<file path="src/rtl/alu_pkg.sv">
// alu_pkg -- definitions shared by the issue stage and the ALU.
//   alu_ctrl_e : 4-bit ALU control codes
//   OPC_*      : RV32I major opcodes recognised by the issue decoder
//   alu_op_t   : one decoded operation as handed to the ALU/execute stage
//   sext_12    : helper that sign-extends a 12-bit immediate to 32 bits
package alu_pkg;

  typedef enum logic [3:0] {
    ALU_ADD    = 4'b0000,
    ALU_SUB    = 4'b0001,
    ALU_AND    = 4'b0010,
    ALU_OR     = 4'b0011,
    ALU_XOR    = 4'b0100,
    ALU_SLL    = 4'b0101,
    ALU_SRL    = 4'b0110,
    ALU_SRA    = 4'b0111,
    ALU_LD_ST  = 4'b1000,
    ALU_BRANCH = 4'b1001,
    ALU_SLT    = 4'b1100,
    ALU_SLTU   = 4'b1101
  } alu_ctrl_e;

  localparam logic [6:0] OPC_OP     = 7'b0110011;
  localparam logic [6:0] OPC_OP_IMM = 7'b0010011;
  localparam logic [6:0] OPC_LOAD   = 7'b0000011;
  localparam logic [6:0] OPC_STORE  = 7'b0100011;
  localparam logic [6:0] OPC_BRANCH = 7'b1100011;
  localparam logic [6:0] OPC_LUI    = 7'b0110111;
  localparam logic [6:0] OPC_AUIPC  = 7'b0010111;
  localparam logic [6:0] OPC_JAL    = 7'b1101111;
  localparam logic [6:0] OPC_JALR   = 7'b1100111;

  typedef struct packed {
    alu_ctrl_e   control;
    logic [31:0] a;
    logic [31:0] b;
    logic [4:0]  rd;
    logic        rd_we;
    logic        is_branch;
    logic [2:0]  funct3;
    logic        illegal;
  } alu_op_t;

  function automatic logic [31:0] sext_12(input logic [11:0] imm);
    return {{20{imm[11]}}, imm};
  endfunction

endpackage

</file>
<file path="src/rtl/alu_issue_dec.sv">
// alu_issue_dec -- purely combinational RV32I decode into an alu_op_t.
// Ports:
//   instr      : instruction word
//   pc         : instruction address (operand A for AUIPC/JAL/JALR)
//   rs1_data   : register-file read data for rs1
//   rs2_data   : register-file read data for rs2
//   op         : decoded operation (control, operands, rd/rd_we, flags)
module alu_issue_dec
  import alu_pkg::*;
(
  input  logic [31:0] instr,
  input  logic [31:0] pc,
  input  logic [31:0] rs1_data,
  input  logic [31:0] rs2_data,
  output alu_op_t     op
);

  logic [6:0]  opcode_s;
  logic [2:0]  funct3_s;
  logic        f7_b5_s;
  logic [31:0] imm_i_s;
  logic [31:0] imm_s_s;
  logic [31:0] imm_u_s;
  logic [31:0] shamt_s;
  logic        is_shift_s;
  alu_op_t     op_s;

  assign opcode_s   = instr[6:0];
  assign funct3_s   = instr[14:12];
  assign f7_b5_s    = instr[30];
  assign imm_i_s    = sext_12(instr[31:20]);
  assign imm_s_s    = sext_12({instr[31:25], instr[11:7]});
  assign imm_u_s    = {instr[31:12], 12'h000};
  assign shamt_s    = {27'd0, instr[24:20]};
  assign is_shift_s = (funct3_s == 3'b001) || (funct3_s == 3'b101);

  // Arithmetic selection shared by OP and OP-IMM; only the register form
  // may turn funct3=000 into SUB (ADDI has no subtract variant).
  function automatic alu_ctrl_e arith_sel(input logic [2:0] f3,
                                          input logic       f7b5,
                                          input logic       is_reg);
    alu_ctrl_e c;
    case (f3)
      3'b000:  c = (is_reg && f7b5) ? ALU_SUB : ALU_ADD;
      3'b001:  c = ALU_SLL;
      3'b010:  c = ALU_SLT;
      3'b011:  c = ALU_SLTU;
      3'b100:  c = ALU_XOR;
      3'b101:  c = f7b5 ? ALU_SRA : ALU_SRL;
      3'b110:  c = ALU_OR;
      3'b111:  c = ALU_AND;
      default: c = ALU_ADD;
    endcase
    return c;
  endfunction

  // Opcode decode; unknown opcodes fall into a zeroed illegal op.
  always_comb begin
    op_s           = '0;
    op_s.control   = ALU_ADD;
    op_s.funct3    = funct3_s;
    op_s.rd        = instr[11:7];
    case (opcode_s)
      OPC_OP: begin
        op_s.control = arith_sel(funct3_s, f7_b5_s, 1'b1);
        op_s.a       = rs1_data;
        op_s.b       = rs2_data;
        op_s.rd_we   = 1'b1;
      end
      OPC_OP_IMM: begin
        op_s.control = arith_sel(funct3_s, f7_b5_s, 1'b0);
        op_s.a       = rs1_data;
        op_s.b       = is_shift_s ? shamt_s : imm_i_s;
        op_s.rd_we   = 1'b1;
      end
      OPC_LOAD: begin
        op_s.control = ALU_LD_ST;
        op_s.a       = rs1_data;
        op_s.b       = imm_i_s;
        op_s.rd_we   = 1'b1;
      end
      OPC_STORE: begin
        op_s.control = ALU_LD_ST;
        op_s.a       = rs1_data;
        op_s.b       = imm_s_s;
        op_s.rd_we   = 1'b0;
      end
      OPC_BRANCH: begin
        case (funct3_s)
          3'b100, 3'b101: op_s.control = ALU_SLT;
          3'b110, 3'b111: op_s.control = ALU_SLTU;
          default:        op_s.control = ALU_BRANCH;
        endcase
        op_s.a         = rs1_data;
        op_s.b         = rs2_data;
        op_s.is_branch = 1'b1;
        op_s.rd_we     = 1'b0;
      end
      OPC_LUI: begin
        op_s.a     = 32'd0;
        op_s.b     = imm_u_s;
        op_s.rd_we = 1'b1;
      end
      OPC_AUIPC: begin
        op_s.a     = pc;
        op_s.b     = imm_u_s;
        op_s.rd_we = 1'b1;
      end
      OPC_JAL, OPC_JALR: begin
        op_s.a     = pc;
        op_s.b     = 32'd4;
        op_s.rd_we = 1'b1;
      end
      default: begin
        op_s.illegal = 1'b1;
        op_s.rd      = 5'd0;
        op_s.a       = 32'd0;
        op_s.b       = 32'd0;
        op_s.rd_we   = 1'b0;
      end
    endcase
    // x0 is hard-wired zero: never request a write to it.
    op_s.rd_we = op_s.rd_we & (op_s.rd != 5'd0);
  end

  assign op = op_s;

endmodule

</file>
<file path="src/rtl/alu_issue.sv">
// alu_issue -- issue stage between register read and the ALU.
// Decodes one RV32I instruction per transfer and presents it, registered,
// to the execute stage one cycle after acceptance.
// Build option: define ALU_ISSUE_SKID_EN for a 2-entry skid buffer with a
// registered in_ready; otherwise a single output register whose in_ready
// depends combinationally on out_ready.
// Ports:
//   clk, rst_n                 : clock, asynchronous active-low reset
//   in_valid/in_ready          : upstream handshake
//   in_instr, in_pc            : instruction word and its address
//   in_rs1_data, in_rs2_data   : register-file read data
//   out_valid/out_ready        : downstream handshake
//   out_a, out_b, out_control  : ALU operands and control code
//   out_rd, out_rd_we          : destination register and write enable
//   out_is_branch, out_funct3  : branch flag and condition for branch unit
//   out_illegal                : unsupported opcode flag
module alu_issue
  import alu_pkg::*;
#(
  parameter int XLEN = 32
) (
  input  logic            clk,
  input  logic            rst_n,
  input  logic            in_valid,
  output logic            in_ready,
  input  logic [31:0]     in_instr,
  input  logic [XLEN-1:0] in_pc,
  input  logic [XLEN-1:0] in_rs1_data,
  input  logic [XLEN-1:0] in_rs2_data,
  output logic            out_valid,
  input  logic            out_ready,
  output logic [XLEN-1:0] out_a,
  output logic [XLEN-1:0] out_b,
  output logic [3:0]      out_control,
  output logic [4:0]      out_rd,
  output logic            out_rd_we,
  output logic            out_is_branch,
  output logic [2:0]      out_funct3,
  output logic            out_illegal
);

  alu_op_t dec_op_s;
  alu_op_t out_r;
  logic    out_valid_r;
  logic    out_free_s;
  logic    accept_s;

  alu_issue_dec u_dec (
    .instr    (in_instr),
    .pc       (in_pc),
    .rs1_data (in_rs1_data),
    .rs2_data (in_rs2_data),
    .op       (dec_op_s)
  );

  // Output register can take a new op when empty or draining this cycle.
  assign out_free_s = !out_valid_r || out_ready;

`ifdef ALU_ISSUE_SKID_EN
  alu_op_t skid_r;
  logic    skid_valid_r;

  // in_ready comes only from flops, breaking the out_ready -> in_ready path.
  assign in_ready = rst_n && !skid_valid_r;
  assign accept_s = in_valid && in_ready;

  // Output/skid registers: skid entry drains first to keep ordering.
  always_ff @(posedge clk or negedge rst_n) begin
    if (!rst_n) begin
      out_valid_r  <= 1'b0;
      out_r        <= '0;
      skid_valid_r <= 1'b0;
      skid_r       <= '0;
    end else begin
      if (out_free_s) begin
        if (skid_valid_r) begin
          out_r        <= skid_r;
          out_valid_r  <= 1'b1;
          skid_valid_r <= 1'b0;
        end else if (accept_s) begin
          out_r       <= dec_op_s;
          out_valid_r <= 1'b1;
        end else begin
          out_valid_r <= 1'b0;
        end
      end else if (accept_s) begin
        // Output stalled: park the arriving op in the skid entry.
        skid_r       <= dec_op_s;
        skid_valid_r <= 1'b1;
      end else begin
        skid_valid_r <= skid_valid_r;
      end
    end
  end
`else
  assign in_ready = rst_n && out_free_s;
  assign accept_s = in_valid && in_ready;

  // Single output register; data held while stalled.
  always_ff @(posedge clk or negedge rst_n) begin
    if (!rst_n) begin
      out_valid_r <= 1'b0;
      out_r       <= '0;
    end else begin
      if (accept_s) begin
        out_r       <= dec_op_s;
        out_valid_r <= 1'b1;
      end else if (out_ready) begin
        out_valid_r <= 1'b0;
      end else begin
        out_valid_r <= out_valid_r;
      end
    end
  end
`endif

  assign out_valid     = out_valid_r;
  assign out_a         = out_r.a;
  assign out_b         = out_r.b;
  assign out_control   = out_r.control;
  assign out_rd        = out_r.rd;
  assign out_rd_we     = out_r.rd_we;
  assign out_is_branch = out_r.is_branch;
  assign out_funct3    = out_r.funct3;
  assign out_illegal   = out_r.illegal;

endmodule

</file>
<file path="config.mk">
export PLATFORM = sky130hd
export DESIGN_NAME = alu_issue
export DESIGN_NICKNAME = d
export VERILOG_FILES = /design/src/rtl/alu_pkg.sv /design/src/rtl/alu_issue_dec.sv /design/src/rtl/alu_issue.sv
export SDC_FILE = /design/constraint.sdc
export NUM_CORES = 1
export LEC_CHECK = 0
export ABC_AREA = 1
export BUFFER_PORTS_ARGS = -buffer_cell sky130_fd_sc_hd__buf_2
export CORE_AREA = 2 2 118 91
export CTS_CLUSTER_SIZE = 40
export DETAILED_ROUTE_END_ITERATION = 10
export DIE_AREA = 0 0 120 93
export PLACE_DENSITY_LB_ADDON = 0.25
export REMOVE_ABC_BUFFERS = 1
export SYNTH_ARGS = -nofsm -noshare
export SYNTH_HDL_FRONTEND = slang
export SYNTH_HIERARCHICAL = 1
export SYNTH_SLANG_ARGS = --single-unit
</file>
<file path="constraint.sdc">
create_clock -name clk -period 1.3 [get_ports clk]
set_clock_uncertainty 0.1 [all_clocks]
set_input_delay 0 -clock clk [delete_from_list [all_inputs] [get_ports clk]]
set_output_delay 0 -clock clk [all_outputs]
set_load 0.005 [all_outputs]
</file>
# Yosys cells after proc, flatten, opt, wreduce, memory -nomap -nowiden
# Index checks and enable logic that the tools add are counted.
# word_totals
register_bits	80
latchBits	0
ramBits	0
romBits	0
input_bits	132
n_memories	0
# op_classes
add_sub_neg	0
multipliers	0
n_div	0
n_lt_le_gt_ge	0
n_eq_ne	16
shift	0
n_mux	14
bitwise_logic	1
reduce_logical	15
# op_table
op	n
case mux 64 bit (7 select lines)	1
case mux 4 bit (8 select lines)	2
2-to-1 mux 32 bit	1
== test 7 x 6 -> 1 bit, second input constant	3
== test 7 bit, second input constant	3
case mux 4 bit (4 select lines)	1
== test 7 x 5 -> 1 bit, second input constant	2
== test 3 bit, second input constant	4
OR reduction 2 bit	5
OR reduction 9 bit	1
== test 7 x 2 -> 1 bit, second input constant	1
2-to-1 mux 1 bit	7
OR reduction 7 bit	1
== test 3 x 2 -> 1 bit, second input constant	2
case mux 3 bit (2 select lines)	1
2-to-1 mux 5 bit	1
nonzero test 5 bit	1
== test 3 x 1 -> 1 bit, second input constant	1
zero test 3 bit	1
logical AND 1 bit	2
logical OR 1 bit	2
nonzero test 2 bit	1
bitwise AND 1 bit	1
zero test 1 bit	1

# Depth between registers and ports, before layout
# Gate-level depths: netlist (run 1).
# logic_depth
word_depth	5
depth_mapped	12
mapped_depth_nobuf	11

# Cells and area by module
# The synthesis (run 1) kept the hierarchy.
# by_module_without_submodules
mod	n_inst	cells_each	area_each_um2	seq_area_each_um2
alu_issue	1	356	3298.2	2001.9
alu_issue_dec	1	272	1398.8	0.0

# Worst setup path before layout (run 1)
# Ideal clock, no wire load.
# synth_path
path_kind	input-to-reg
start	input port in_instr[2]
end	register out_r (netlist bit out_b[15])
setup_ns	0.066
arrival_time_ns	0.961
required_ns	1.134
path_slack_ns	0.173
stages	10
n_path_buf	1
cell_sequence	inv_2 nand2_2 nor2_4 nand2_2 o21ai_4 buf_6 nand2_1 nand3_2 nand4_1 nand2_1
# synth_lines
element	line	source
from (decl)	alu_issue.sv:26	input logic [31:0] in_instr,
to (signal assigned)	alu_issue.sv:106	out_r <= dec_op_s;
to (decl)	alu_issue.sv:43	alu_op_t out_r;

# Worst setup path in the final report (run 1)
# layout_path
start	register out_valid_r (netlist: out_valid)
end	register out_r (netlist bit out_b[27])
# layout_between
elab_chain_cells	4
# layout_lines
element	line	source
from (decl)	alu_issue.sv:44	logic out_valid_r;
from (signal assigned)	alu_issue.sv:111	out_valid_r <= out_valid_r;
zero test 1 bit	alu_issue.sv:57	assign out_free_s = !out_valid_r || out_ready;
logical OR 1 bit	alu_issue.sv:57	
logical AND 1 bit	alu_issue.sv:96	assign in_ready = rst_n && out_free_s;
logical AND 1 bit	alu_issue.sv:97	assign accept_s = in_valid && in_ready;
# No other way between the ends.
# A chain may end at the register's enable or synchronous reset.

==> results of run 1 <==
## through the flow
step | setup TNS, ps | util (%)
2_1_floorplan | -111270 | -
3_3_place_gp | -772 | 60.0
3_5_place_dp | -3290 | 60.0
4_1_cts | 0 | 75.5
5_1_grt | -915 | 78.1
6_report | -5.16 | 78.1
## critical path: stages (launching register included)
cell and delay [ps]:
sky130_fd_sc_hd__dfrtp_1 420, sky130_fd_sc_hd__nand2_4 140, sky130_fd_sc_hd__nand3_4 80, sky130_fd_sc_hd__buf_12 170, sky130_fd_sc_hd__clkbuf_16 170, sky130_fd_sc_hd__nand2_1 70
sky130_fd_sc_hd__nand2_1 50
## logic make-up after synthesis
kind of cell	count (synthesis)
AND/OR/NAND/NOR	430
buffers and inverters	85
flip-flops	80
AO/OA/AOI/OAI	33
## cell usage after synthesis, drive strengths merged
| cell type | instances | area share (%) |
|---|---|---|
| nor3 | 1 | 0.11 |
| a21boi | 1 | 0.16 |
| nand2 | 274 | 23 |
| o21ai | 11 | 1.5 |
| o311ai | 1 | 0.19 |
| buf | 52 | 7.3 |
| nand4 | 91 | 12 |
| inv | 30 | 2.4 |
| o31ai | 1 | 0.16 |
| nand3 | 49 | 5.8 |
| dfrtp | 80 | 43 |
| nor2 | 15 | 1.7 |
| a22oi | 1 | 0.16 |
| a21oi | 2 | 0.21 |
| clkbuf | 3 | 0.24 |
| o211ai | 15 | 2.4 |
| o32ai | 1 | 0.19 |
## layout make-up
| cell class | instances | area, um^2 | share of cell area, % |
|---|---|---|---|
| clock buffers | 11 | 243 | 3.09 |
| well taps | 136 | 170 | 2.17 |
| inverters | 30 | 113 | 1.43 |
| flip-flops and latches | 80 | 2000 | 25.5 |
| multi-input cells | 464 | 2270 | 28.9 |
| repair buffers | 379 | 2950 | 37.6 |
| clock inverters | 5 | 104 | 1.32 |
## flip-flops by register name, summed over array words and instances (netlist names)
register       count
out_valid          1
out_control        4
out_illegal        1
out_funct3         3
out_is_branch      1
out_b             32
out_rd_we          1
out_rd             5
out_a             32
## final timing paths
path / startpoint / end / slack (ps)
max: out_valid / out_b[27] / -5
min: rst_n / out_b[3] / -30
max reg2reg: out_valid / out_b[27] / -5
min reg2reg: out_a[10] / out_a[10] / 370
max in group asynchronous: rst_n / out_a[30] / 370
min in group clk: in_instr[21] / out_b[1] / 10
## routing by layer
metal  vias up  GRT usage (%)
li1       2784              -
met1      2827           40.0
met3       103           6.28
met5         -              0
met4         0           17.0
met2       416           54.1
## where the power goes
group	switching (mW)	internal, mW	total, mW
logic	0.682	0.713	1.40
clock network	1.00	1.93	2.93
registers	0.0559	2.58	2.64
total	1.74	5.22	6.96
## what timing repair did
action,CTS,global route
cloned,0,8
setup endpoints to repair,10,76
hold endpoints to repair,152,40
pin swaps,1,2
resized for setup,2,16
buffers inserted,0,4
==> metrics, run 1 <==
status=complete, but fails checks; violated checks=hold timing, setup timing; Fin. Hold Viols=between 40 and 50; Congestion Overflow GR=0; buffer type at the clock tree root=sky130_fd_sc_hd__clkbuf_16; number of synthesized register bits=80; most common cell after layout, fill and taps aside=sky130_fd_sc_hd__nand2_1; mean number of vias per cell=between 5 and 6; combinational family with the most area after synthesis=simple AND/OR/NAND/NOR gates; TritonCTS buffer count=9; fraction of the mapped netlist area in simple logic gates=a little over two fifths; number of cells traversed by the worst register-to-register path=6; compound-gate portion of the synthesized area=4.95%; setup slack after layout=-4.90 ps; shortest period the worst path allows=1300 ps; hold_buf cts=between 100 and 150; DIE HEIGHT=approximately 93 um; Setup Viol. Count Final=3; antenna violation net count after detailed routing=0; class of the most critical setup path=flop to flop; Yosys cell types=26; sort of element at the end of the critical path=flop; total count of max-transition violations in the final report=0; antenna violations before repair=0; effective utilization at floorplan=46.7%; layout-stage area growth over the synthesis result=67.2%; Clock H-tree levels=3; first-pass iteration count of the detailed router=8; sequential cell area fraction in the yosys report=a little over two fifths; TritonCTS Sinks=80; routed via count=between 6000 and 7000; Worst Tran Pin Value=a little over 700 ps; arithmetic-cell share of the synthesized area counting full adders, half adders and majority gates=0%; CTS tree=yes; post-layout power=6.96 mW; mean cell area of the mapped netlist=7.48 um^2; Place WS=-106 ps; warnings from Yosys=6; # IOs=about 210; Die Outline Area=about 11000 um^2; total detailed-routing wirelength=19000 um; required time of the critical path=1420 ps; Clock Tree Buf Depth=2; clock slew seen by the registers of the worst setup and hold paths=60 ps; global router's overall resource usage=32.4%; unrepaired setup endpoints after global routing=true; Mapped Cells=628; final standard cell count with taps included and fillers excluded=1105; share of synthesized area spent on multiplexers=0%; worst hold slack across all endpoints=-32.1 ps; Cell Rows=32; number of inserted filler cells in the final layout=roughly 670; final worst-path cycle share=100%; class of the tightest hold or removal check=primary input to asynchronous set/reset pin; number of antenna repair diodes=0; total met3 wirelength after detailed routing=1470 um; Peak Freq=766 MHz; maximum number of pins on one net before global-route repair=51; gpl congestion=0.902; total non-filler cell area in the finished layout=about 7900 um^2; leakage power of the design=between 4 and 5 nW; pwr/cell area=roughly 900 nW/um^2; DR DRC count=0; startpoint type of the worst setup path=flop; Max-Slew Margin vs Limit=~52%; Max Cap Violations=0; detailed-route wire length per cell=between 15 and 20 um; total core area=between 10000 and 15000 um^2; fraction of layout instances using a drive strength above 1=32.5%; routed length on met2=around 9000 um; violation count after the first detailed-route iteration=roughly 630; placed cell count=around 960; via count of the first global-routing pass=just under 6000; insertion delay of the later-clocked pin in the worst-skew pair=between 300 and 400 ps; width of the die=approximately 120 um; WP data arrival=approximately 1400 ps; xor/xnor share of the synthesized area=0%; post-detail-place hpwl=roughly 11000 um; Nets=1096; Metal-1 WL=7320 um; PortBufs=roughly 210; Post-Place Cell Area=a little over 6000 um^2; Post-Synthesis Cell Area=roughly 4700 um^2; global-route wire length before repair=28500 um; largest voltage drop on the vdd net=around 0.00073 V; highest-count cells in the layout ignoring fill and taps=sky130_fd_sc_hd__nand2_1, sky130_fd_sc_hd__buf_2, sky130_fd_sc_hd__dlygate4sd3_1; topmost layer with routed signal wires=met4; Crit Path Max Fanout=9
No activity file was read; power rests on OpenSTA's default activity.
==> run 2: changes to the inputs <==
--- a/config.mk
+++ b/config.mk
@@ -7,13 +7,12 @@
 export LEC_CHECK = 0
 export ABC_AREA = 1
 export BUFFER_PORTS_ARGS = -buffer_cell sky130_fd_sc_hd__buf_2
-export CORE_AREA = 2 2 118 91
+export CORE_AREA = 2 2 114 88
 export CTS_CLUSTER_SIZE = 40
 export DETAILED_ROUTE_END_ITERATION = 10
-export DIE_AREA = 0 0 120 93
+export DIE_AREA = 0 0 116 90
 export PLACE_DENSITY_LB_ADDON = 0.25
 export REMOVE_ABC_BUFFERS = 1
 export SYNTH_ARGS = -nofsm -noshare
 export SYNTH_HDL_FRONTEND = slang
-export SYNTH_HIERARCHICAL = 1
 export SYNTH_SLANG_ARGS = --single-unit
==> run 2 against run 1 <==
Combinational power is 17% lower. Worst setup slack worse by 94 ps. The flow finishes with violations (setup timing). Cell count decreased by 0.45%. Die area is 6.5% lower. Largest cell class unchanged.
==> metrics, run 2 <==
unrepaired setup endpoints after global routing=true; required time of the critical path=approximately 1500 ps; Mapped Cells=approximately 610; shortest period the worst path allows=~1400 ps; WP data arrival=around 1600 ps; violation count after the first detailed-route iteration=311; fraction of layout instances using a drive strength above 1=about 32%; Post-synth ARST share=100%; total detailed-routing wirelength=between 15000 and 20000 um; first-pass iteration count of the detailed router=5; Peak Freq=715 MHz; PortBufs=212; TritonCTS Sinks=80; antenna violation net count after detailed routing=0; TritonCTS buffer count=9; width of the die=between 100 and 150 um; setup slack after layout=-98.6 ps; class of the tightest hold or removal check=primary input to flop; status=complete, but fails checks; Fin. Hold Viols=0; Crit Reg-Reg Startpoint=out_valid; sort of element at the end of the critical path=flop; Worst Tran Pin Value=~440 ps; launch point of the critical path=out_valid; largest voltage drop on the vdd net=0.000760 V; Nets=about 1100; highest-count cells in the layout ignoring fill and taps=sky130_fd_sc_hd__nand2_1, sky130_fd_sc_hd__buf_2, sky130_fd_sc_hd__dlygate4sd3_1; routed via count=roughly 5500; antenna violations before repair=0; via count of the first global-routing pass=5752; global router's overall resource usage=31.4%; Post-Synthesis Cell Area=around 4200 um^2; total count of max-transition violations in the final report=0; number of flops mapped to enable cells by yosys=0; number of synthesized register bits=80; Yosys top cell area share=47.6%; layout-stage area growth over the synthesis result=74.0%; most numerous cell in the Yosys netlist=sky130_fd_sc_hd__nand2_1; Max-Slew Margin vs Limit=between 70% and 80%; violated checks=setup timing; detailed-route wire length per cell=roughly 15 um; global-route wire length before repair=~26000 um; startpoint type of the worst setup path=flop; primary flip-flop cell chosen by synthesis mapping=sky130_fd_sc_hd__dfrtp_1; final worst-path cycle share=108%; CTS tree=yes; Clock Tree Buf Depth=2; # IOs=between 200 and 250; DR DRC count=0; Die Outline Area=between 10000 and 15000 um^2; Max Cap Violations=0; reg-to-reg endpoint=out_b[1]; sequential cell area fraction in the yosys report=47.6%; gpl congestion=around 0.85; Clock H-tree levels=3; Place WS=-140 ps; clock slew seen by the registers of the worst setup and hold paths=roughly 50 ps; Yosys cell types=26; buffer type at the clock tree root=sky130_fd_sc_hd__clkbuf_16; end point of the critical path=out_b[1]; effective utilization at floorplan=roughly 45%; DIE HEIGHT=90 um; pwr/cell area=824 nW/um^2; total core area=9390 um^2; R2R Setup Slk=-100 ps; mean cell area of the mapped netlist=about 7 um^2; Setup Viol. Count Final=78; top cell type by total area after synthesis=sky130_fd_sc_hd__dfrtp_1; maximum number of pins on one net before global-route repair=81; warnings from Yosys=0; number of cells traversed by the worst register-to-register path=9; top cells by area in the synthesized netlist=sky130_fd_sc_hd__dfrtp_1, sky130_fd_sc_hd__nand2_1, sky130_fd_sc_hd__nand3_1; post-layout power=around 6.0 mW; mean number of vias per cell=5.03; most common cell after layout, fill and taps aside=sky130_fd_sc_hd__nand2_1; number of antenna repair diodes=0; Cell Rows=31; most instantiated cells after synthesis=sky130_fd_sc_hd__nand2_1, sky130_fd_sc_hd__dfrtp_1, sky130_fd_sc_hd__nand3_1; Congestion Overflow GR=0; post-detail-place hpwl=9410 um; insertion delay of the later-clocked pin in the worst-skew pair=about 330 ps; Crit Path Max Fanout=6; leakage power of the design=around 4.3 nW; class of the most critical setup path=flop to flop
## run 2: kinds of logic (layout without fill, tap and decap cells)
kind of cell	after synthesis	count (layout)	synth area share (%)
simple gates	426	426	39.9
flops	80	80	47.6
buf+inv	50	409	5.57
compound gates	53	53	6.88
## run 2: how the worst min path moves through the flow
stage / start / to / slack, ps / depth (start not counted)
global route: in_valid / out_is_branch / 30 / 5
CTS: in_instr[5] / out_b[2] / 20 / 5
floorplan: rst_n / out_a[0] / -400 / 0
detailed placement: rst_n / out_illegal / -5 / 2
global placement: rst_n / out_a[8] / -6 / 2
finish: in_instr[13] / out_control[0] / 20 / 5
## run 2: area by class of cell
| type | count | area (um^2) |
|---|---|---|
| clock buffer | 13 | 250 |
| multi-input combinational | 479 | 2050 |
| sequential | 80 | 2000 |
| tap | 132 | 165 |
| fill | 692 | 2070 |
| timing repair buffer | 377 | 2770 |
| clock inverter | 1 | 5.00 |
| inverter | 18 | 72.6 |
## run 2: power by group
group / internal [mW] / leakage (nW) / switching, mW
clock: 1.32 / 0.126 / 0.895
combinational: 0.638 / 3.07 / 0.524
sequential: 2.59 / 1.10 / 0.0591
total: 4.55 / 4.29 / 1.48
## run 2: timing repair
action                                  4_1_cts  5_1_grt
gates resized for setup                      11       38
hold buffers                                124        0
pin swaps                                     3        9
setup buffers                                 4        1
cloned                                        2        0
endpoints found under the setup margin       80       81
endpoints found under the hold margin       155        0
## run 2: critical path, stage by stage, from the launching register on
cell and delay [ps]:
sky130_fd_sc_hd__dfrtp_1 380, sky130_fd_sc_hd__inv_2 70, sky130_fd_sc_hd__nor2_2 40, sky130_fd_sc_hd__nor2_2 150
sky130_fd_sc_hd__nand2_4 110, sky130_fd_sc_hd__buf_12 170, sky130_fd_sc_hd__a21oi_2 100, sky130_fd_sc_hd__buf_4 140
sky130_fd_sc_hd__nand2_2 40, sky130_fd_sc_hd__nand2_1 50
## run 2: layer usage
| metal | up-vias | GRT usage (%) | share of wire (%) | wire length (um) |
|---|---|---|---|---|
| met2 | 309 | 51.2 | 48 | 7810 |
| li1 | 2604 | - | - | - |
| met5 | - | 0 | 0 | 0 |
| met4 | 0 | 21.2 | 6.3 | 1020 |
| met1 | 2513 | 36.3 | 39 | 6330 |
| met3 | 103 | 7.35 | 6.4 | 1050 |
## run 2: metrics by stage
step	std cells	TNS (ps)	util (%)	hold WS (ps)	cell area [um^2]
2_1_floorplan	577	-140860	-	-396	4040
3_3_place_gp	959	-3960	60.0	-6.32	5630
3_5_place_dp	959	-7500	60.0	-4.76	5630
4_1_cts	1101	-7930	77.1	16.7	7240
5_1_grt	1100	-10230	77.9	30.7	7310
6_report	1100	-4590	77.9	22.5	7310
